## src/rtl/fpgnix_uart_pkg.sv

```systemverilog
// Shared definitions for the UART TX arbiter slice.
//   TAG_NIBBLE : upper nibble of the channel tag byte sent ahead of each packet
//   state_t    : arbiter FSM states
//   make_tag   : builds the tag byte {TAG_NIBBLE, id}
package fpgnix_uart_pkg;

  localparam logic [3:0] TAG_NIBBLE = 4'hA;

  typedef enum logic [1:0] {
    ST_IDLE = 2'd0,
    ST_TAG  = 2'd1,
    ST_DATA = 2'd2
  } state_t;

  function automatic logic [7:0] make_tag(input logic [3:0] id);
    return {TAG_NIBBLE, id};
  endfunction

endpackage

```

## src/rtl/rr_arbiter.sv

```systemverilog
// Combinational round-robin selector.
//   req     : request vector, one bit per requester
//   ptr     : last requester served; search starts at ptr+1 and wraps mod N
//   gnt_id  : index of the winning requester (0 when nothing is requested)
//   gnt_vld : 1 when at least one request is present
module rr_arbiter #(
  parameter int N    = 4,
  parameter int ID_W = (N > 1) ? $clog2(N) : 1
) (
  input  logic [N-1:0]    req,
  input  logic [ID_W-1:0] ptr,
  output logic [ID_W-1:0] gnt_id,
  output logic            gnt_vld
);

  logic [ID_W-1:0] idx;

  // Walk from the lowest-priority slot (ptr itself) towards ptr+1 so that the
  // nearest requester after ptr is the last one written and therefore wins.
  always_comb begin
    gnt_id  = '0;
    gnt_vld = 1'b0;
    idx     = '0;
    for (int k = N; k >= 1; k--) begin
      idx = ID_W'((int'(ptr) + k) % N);
      if (req[idx]) begin
        gnt_id  = idx;
        gnt_vld = 1'b1;
      end
    end
  end

endmodule

```

## src/rtl/uart_tx_arbiter.sv

```systemverilog
// Shares one UART TX byte stream among N_REQ requesters, one packet per grant,
// round-robin. Optionally emits a channel tag byte {4'hA, id} before each packet.
//   clk_sys, rst        : clock and synchronous active-high reset
//   req_valid/req_data/req_last/req_ready : per-requester byte streams
//                         (requester i data on req_data[8*i+7:8*i])
//   tx_valid/tx_data/tx_ready : byte stream to the UART serializer
//   grant_id            : current / most recently granted requester
//   busy                : a grant is held
//   timeout_evt         : one-cycle pulse when an idle grant is forcibly released
module uart_tx_arbiter
  import fpgnix_uart_pkg::*;
#(
  parameter int N_REQ       = 4,
  parameter bit TAG_EN      = 1'b1,
  parameter int TIMEOUT_CYC = 1024,
  parameter int ID_W        = (N_REQ > 1) ? $clog2(N_REQ) : 1
) (
  input  logic               clk_sys,
  input  logic               rst,
  input  logic [N_REQ-1:0]   req_valid,
  input  logic [8*N_REQ-1:0] req_data,
  input  logic [N_REQ-1:0]   req_last,
  output logic [N_REQ-1:0]   req_ready,
  output logic               tx_valid,
  output logic [7:0]         tx_data,
  input  logic               tx_ready,
  output logic [ID_W-1:0]    grant_id,
  output logic               busy,
  output logic               timeout_evt
);

  localparam int CNT_W = (TIMEOUT_CYC > 0) ? $clog2(TIMEOUT_CYC + 1) : 1;
  localparam logic [CNT_W-1:0] CNT_LAST = (TIMEOUT_CYC > 0) ? CNT_W'(TIMEOUT_CYC - 1) : '0;
  localparam logic [CNT_W-1:0] CNT_MAX  = '1;

  state_t          state;
  state_t          state_nxt;
  logic [ID_W-1:0] ptr;
  logic [CNT_W-1:0] cnt;
  logic [ID_W-1:0] arb_id;
  logic            arb_vld;

  logic [7:0]      req_bytes [N_REQ];
  logic            g_valid;
  logic            g_last;
  logic [7:0]      g_data;
  logic            pkt_done;
  logic            idle_expire;

  for (genvar i = 0; i < N_REQ; i++) begin : g_unpack
    assign req_bytes[i] = req_data[8*i +: 8];
  end

  rr_arbiter #(
    .N    (N_REQ),
    .ID_W (ID_W)
  ) u_rr (
    .req     (req_valid),
    .ptr     (ptr),
    .gnt_id  (arb_id),
    .gnt_vld (arb_vld)
  );

  assign g_valid = req_valid[grant_id];
  assign g_last  = req_last[grant_id];
  assign g_data  = req_bytes[grant_id];

  assign pkt_done = (state == ST_DATA) && g_valid && tx_ready && g_last;

  // A byte on offer always beats the idle timer, so a release never drops a
  // pending byte.
  assign idle_expire = (TIMEOUT_CYC != 0) && (state == ST_DATA) && !g_valid &&
                       (cnt == CNT_LAST);

  always_ff @(posedge clk_sys) begin
    if (rst) begin
      state <= ST_IDLE;
    end else begin
      state <= state_nxt;
    end
  end

  always_comb begin
    state_nxt = state;
    unique case (state)
      ST_IDLE: if (arb_vld) state_nxt = TAG_EN ? ST_TAG : ST_DATA;
      ST_TAG:  if (tx_ready) state_nxt = ST_DATA;
      ST_DATA: if (pkt_done || idle_expire) state_nxt = ST_IDLE;
      default: state_nxt = ST_IDLE;
    endcase
  end

  // ptr starts at N_REQ-1 so requester 0 is first in line after reset.
  // The idle counter saturates rather than wrapping when the timeout is off.
  always_ff @(posedge clk_sys) begin
    if (rst) begin
      ptr      <= ID_W'(N_REQ - 1);
      grant_id <= '0;
      cnt      <= '0;
    end else begin
      if ((state == ST_IDLE) && arb_vld) begin
        grant_id <= arb_id;
      end
      if (pkt_done || idle_expire) begin
        ptr <= grant_id;
      end
      if ((state != ST_DATA) || g_valid) begin
        cnt <= '0;
      end else if (cnt != CNT_MAX) begin
        cnt <= cnt + 1'b1;
      end
    end
  end

  // DATA is a pure combinational pass-through of the granted requester.
  always_comb begin
    tx_valid    = 1'b0;
    tx_data     = 8'h00;
    req_ready   = '0;
    busy        = (state != ST_IDLE);
    timeout_evt = idle_expire;
    unique case (state)
      ST_TAG: begin
        tx_valid = 1'b1;
        tx_data  = make_tag(4'(grant_id));
      end
      ST_DATA: begin
        tx_valid            = g_valid;
        tx_data             = g_data;
        req_ready[grant_id] = tx_ready;
      end
      default: ;
    endcase
  end

endmodule

```

## config.mk

```make
export PLATFORM = sky130hd
export DESIGN_NAME = uart_tx_arbiter
export DESIGN_NICKNAME = d
export VERILOG_FILES = /design/src/rtl/fpgnix_uart_pkg.sv /design/src/rtl/rr_arbiter.sv /design/src/rtl/uart_tx_arbiter.sv
export SDC_FILE = /design/constraint.sdc
export NUM_CORES = 1
export LEC_CHECK = 0
export ABC_AREA = 1
export CAP_MARGIN = 5
export CORE_AREA = 2 2 60 62
export DETAILED_ROUTE_END_ITERATION = 10
export DIE_AREA = 0 0 62 64
export PLACE_DENSITY_LB_ADDON = 0.1
export SYNTH_ARGS = -nofsm -noshare
export SYNTH_HDL_FRONTEND = slang
export SYNTH_SLANG_ARGS = --single-unit
```

## constraint.sdc

```tcl
create_clock -name clk_sys -period 3.65 [get_ports clk_sys]
set_input_delay 0.9125 -clock clk_sys [delete_from_list [all_inputs] [get_ports clk_sys]]
set_output_delay 0.9125 -clock clk_sys [all_outputs]
set_load 0.005 [all_outputs]
```

==> qor.yml <==
status:
  status: "finished, final reports clean"
die:
  die_w_um: 62
  die_height_um: 64
  rows: 21
  io-pin-count: 60
  dieArea_um2: 3970
  core-area_um2: 3280
  initial_utilization: 0.443
global_routing:
  grt_pass1_wl_um: 6960
  grt_pass1_vias: 1544
  antenna_found_initial: 0
  grt_usage: 0.229
  grt_max_degree: 15
  grt.overflow.total: 0
clocking:
  cts.sinks: 17
  clk_latency_ns: 0.30
  cts_buffer_depth: 2
  cts_made_buffers: 3
  cts_tree: "yes"
  cts_root_buffer: "clkbuf_4"
  cts_setup_buffers: 0
  cts_resized: 0
  clk_pin_slew_worst_paths_ns: 0.10
  holdBufCountCts: 0
  htree_levels: 1
yosys:
  synth_cells: 232
  avgSynthCellArea_um2: 6.27
  synth-seq-cells: 17
  synth-xor-area-share: 0.0181
  ys_warn_count: 0
  syn_area_um2: 1450
  synth_compound_area_frac: 0.197
  syn_nets: 279
  synthSimpleGateAreaFrac: 0.392
  synthMuxAreaShare: 0
  synth_adder_area_share: 0.0344
  synth_top_family_by_area: "simple AND/OR/NAND/NOR gates"
  ys_types: 31
  synth_seq_area_share: 0.234
timing:
  worst_pin_slew_ns: 0.593
  slew_headroom: 0.604
  rsz0062_at_grt: "false"
  finalClockSkew_ns: 0.0130
  finalHoldViolCount: 0
  holdWs_ns: 0.488
  fmax_ghz: 0.280
  period_needed_ns: 3.57
  fin_crit_sh: 0.978
  setup_viol_count_final: 0
  finalSetupTns_ns: 0
  report.final.slew_viol_count: 0
finish:
  antenna_cells: 0
  drive_gt1_frac: 0.0962
  nets: 339
  final_common_cell: "nand2_1"
  area_growth_pct: 43.5
  layout_common_cells: "67 x nand2_1, 59 x clkdlybuf4s50_1, 29 x inv_1"
placement:
  io_buffers: 59
  dp_hpwl_um: 3400
  gp_congestion: 0.842
route:
  drc: 0
  first_iter_violations: 73
  vias: 1713
  ant_nets: 0
  vias_per_cell: 5.08
  wl_per_cell_um: 12.6
  wl_um: 4240
  dr.pass1.iters: 4
critical_path:
  crit_family: "buffers and inverters"
  crit_path_start_kind: "input port"
  crit_required_ns: 2.74
  cpPeakStageDelay_ns: 0.58
  critPathBufInv: 2
  cp_data_arrival_time_ns: 2.66
  timing.rr.start: "grant_id[0]$_SDFFE_PP0P_"
  crit_type: "input port to output pin"
  crit_fanout: 3
  crit_path_end_kind: "output pin"
  cp.depth: 7
  worst_path_max_delay_cell: "clkdlybuf4s50_1"
  path_cells: "clkdlybuf4s50_1, nand2_2, nand2_1, nand2_1, nand3_2, nor4_1, clkdlybuf4s50_1"
  rr_worst_depth: 10
  cp-startpoint: "req_valid[0]"
hold_path:
  min_delay_path_depth: 2
  hold_start: "cnt[5]$_SDFFE_PP0P_"
  hold_path_class: "register to register"
pwr:
  leakagePower_nw: 0.885
  p_per_area_nw_per_um2: 438
  peakVddDrop_v: 0.000388
  p_total_w: 0.000914
run:
  max_cap_violations: 0
-- power by group --
part | internal (W) | switching, W | total [W]
clock network | 0.0000408 | 0.0000591 | 0.0000999
registers | 0.000208 | 0.0000496 | 0.000258
logic | 0.000259 | 0.000297 | 0.000557
total | 0.000508 | 0.000406 | 0.000914
-- registers in the layout (all words and copies together), names as in the netlist --
| register | count |
|---|---|
| state | 2 |
| cnt | 11 |
| ptr | 2 |
| grant_id | 2 |
-- worst min-delay path: cells and delay by family, from the launching register on --
kind	cells	cell delay (ns)
flip-flops	1	0.33
AO/OA/AOI/OAI	1	0.05
buffers and inverters	1	0.08
-- through the flow --
| stage | worst slack [ns] | cells | area, um^2 | utilization |
|---|---|---|---|---|
| 2_1_floorplan | 1.30 | 232 | 1450 | - |
| 3_3_place_gp | 0.100 | 333 | 2060 | 0.627 |
| 3_5_place_dp | 0.132 | 333 | 2060 | 0.627 |
| 4_1_cts | 0.103 | 337 | 2090 | 0.635 |
| 5_1_grt | 0.00569 | 337 | 2090 | 0.635 |
| 6_report | 0.0792 | 337 | 2090 | 0.635 |
-- layout make-up --
cell class / instances / area [um^2]
Multi-Input combinational cell: 176 / 933
Tap cell: 46 / 57.6
Timing Repair Buffer: 60 / 598
Clock buffer: 3 / 22.5
Clock inverter: 1 / 5.00
Fill cell: 334 / 1200
Sequential cell: 17 / 340
Inverter: 34 / 130
-- path summary, 6_finish.rpt --
path                                end  slack (ns)
hold / removal      cnt[5]$_SDFFE_PP0P_        0.49
hold reg to reg     cnt[5]$_SDFFE_PP0P_        0.49
setup reg to reg  state[1]$_SDFFE_PP0P_        1.76
setup / recovery            timeout_evt        0.08
-- kinds of logic (layout without fill, tap and decap cells) --
logic type	count (synthesis)	in the layout
buffers and inverters	39	98
DFF	17	17
adders and majority gates	4	4
xor gates and xnor gates	3	3
and+or+nand+nor	122	122
AOI/OAI and AO/OA	47	47
-- routing by layer --
metal | up-vias | GRT usage | share of wire
met3 | 6 | 0.0709 | 0.052
met5 | - | 0 | 0
met4 | 0 | 0.0532 | 0.015
li1 | 888 | - | -
met1 | 779 | 0.298 | 0.46
met2 | 40 | 0.363 | 0.47
-- cells in the mapped netlist --
cell type / n / area (um^2)
inv_2: 4 / 15.0
nand3b_1: 2 / 15.0
nand2_1: 67 / 251
buf_2: 1 / 5.00
a21oi_2: 1 / 8.76
inv_1: 29 / 109
nor4_1: 1 / 6.26
buf_6: 4 / 45.0
or2_2: 3 / 18.8
nor2_8: 1 / 20.0
o2bb2ai_1: 3 / 26.3
xor2_1: 2 / 17.5
inv_4: 1 / 6.26
o21ai_0: 8 / 40.0
o21ai_1: 2 / 10.0
nor2_4: 1 / 11.3
a22oi_1: 4 / 30.0
dfxtp_1: 17 / 340
ha_1: 4 / 50.1
nor3_1: 2 / 10.0
nand2_2: 6 / 37.5
nand4_1: 2 / 12.5
a221oi_1: 4 / 35.0
a21oi_1: 16 / 80.1
a31oi_1: 6 / 37.5
nand3_2: 3 / 30.0
nand3_1: 18 / 90.1
xnor2_1: 1 / 8.76
nor2_1: 13 / 48.8
o22ai_1: 3 / 18.8
nor2_2: 3 / 18.8
Note: power is estimated with default switching activity, not from simulation.
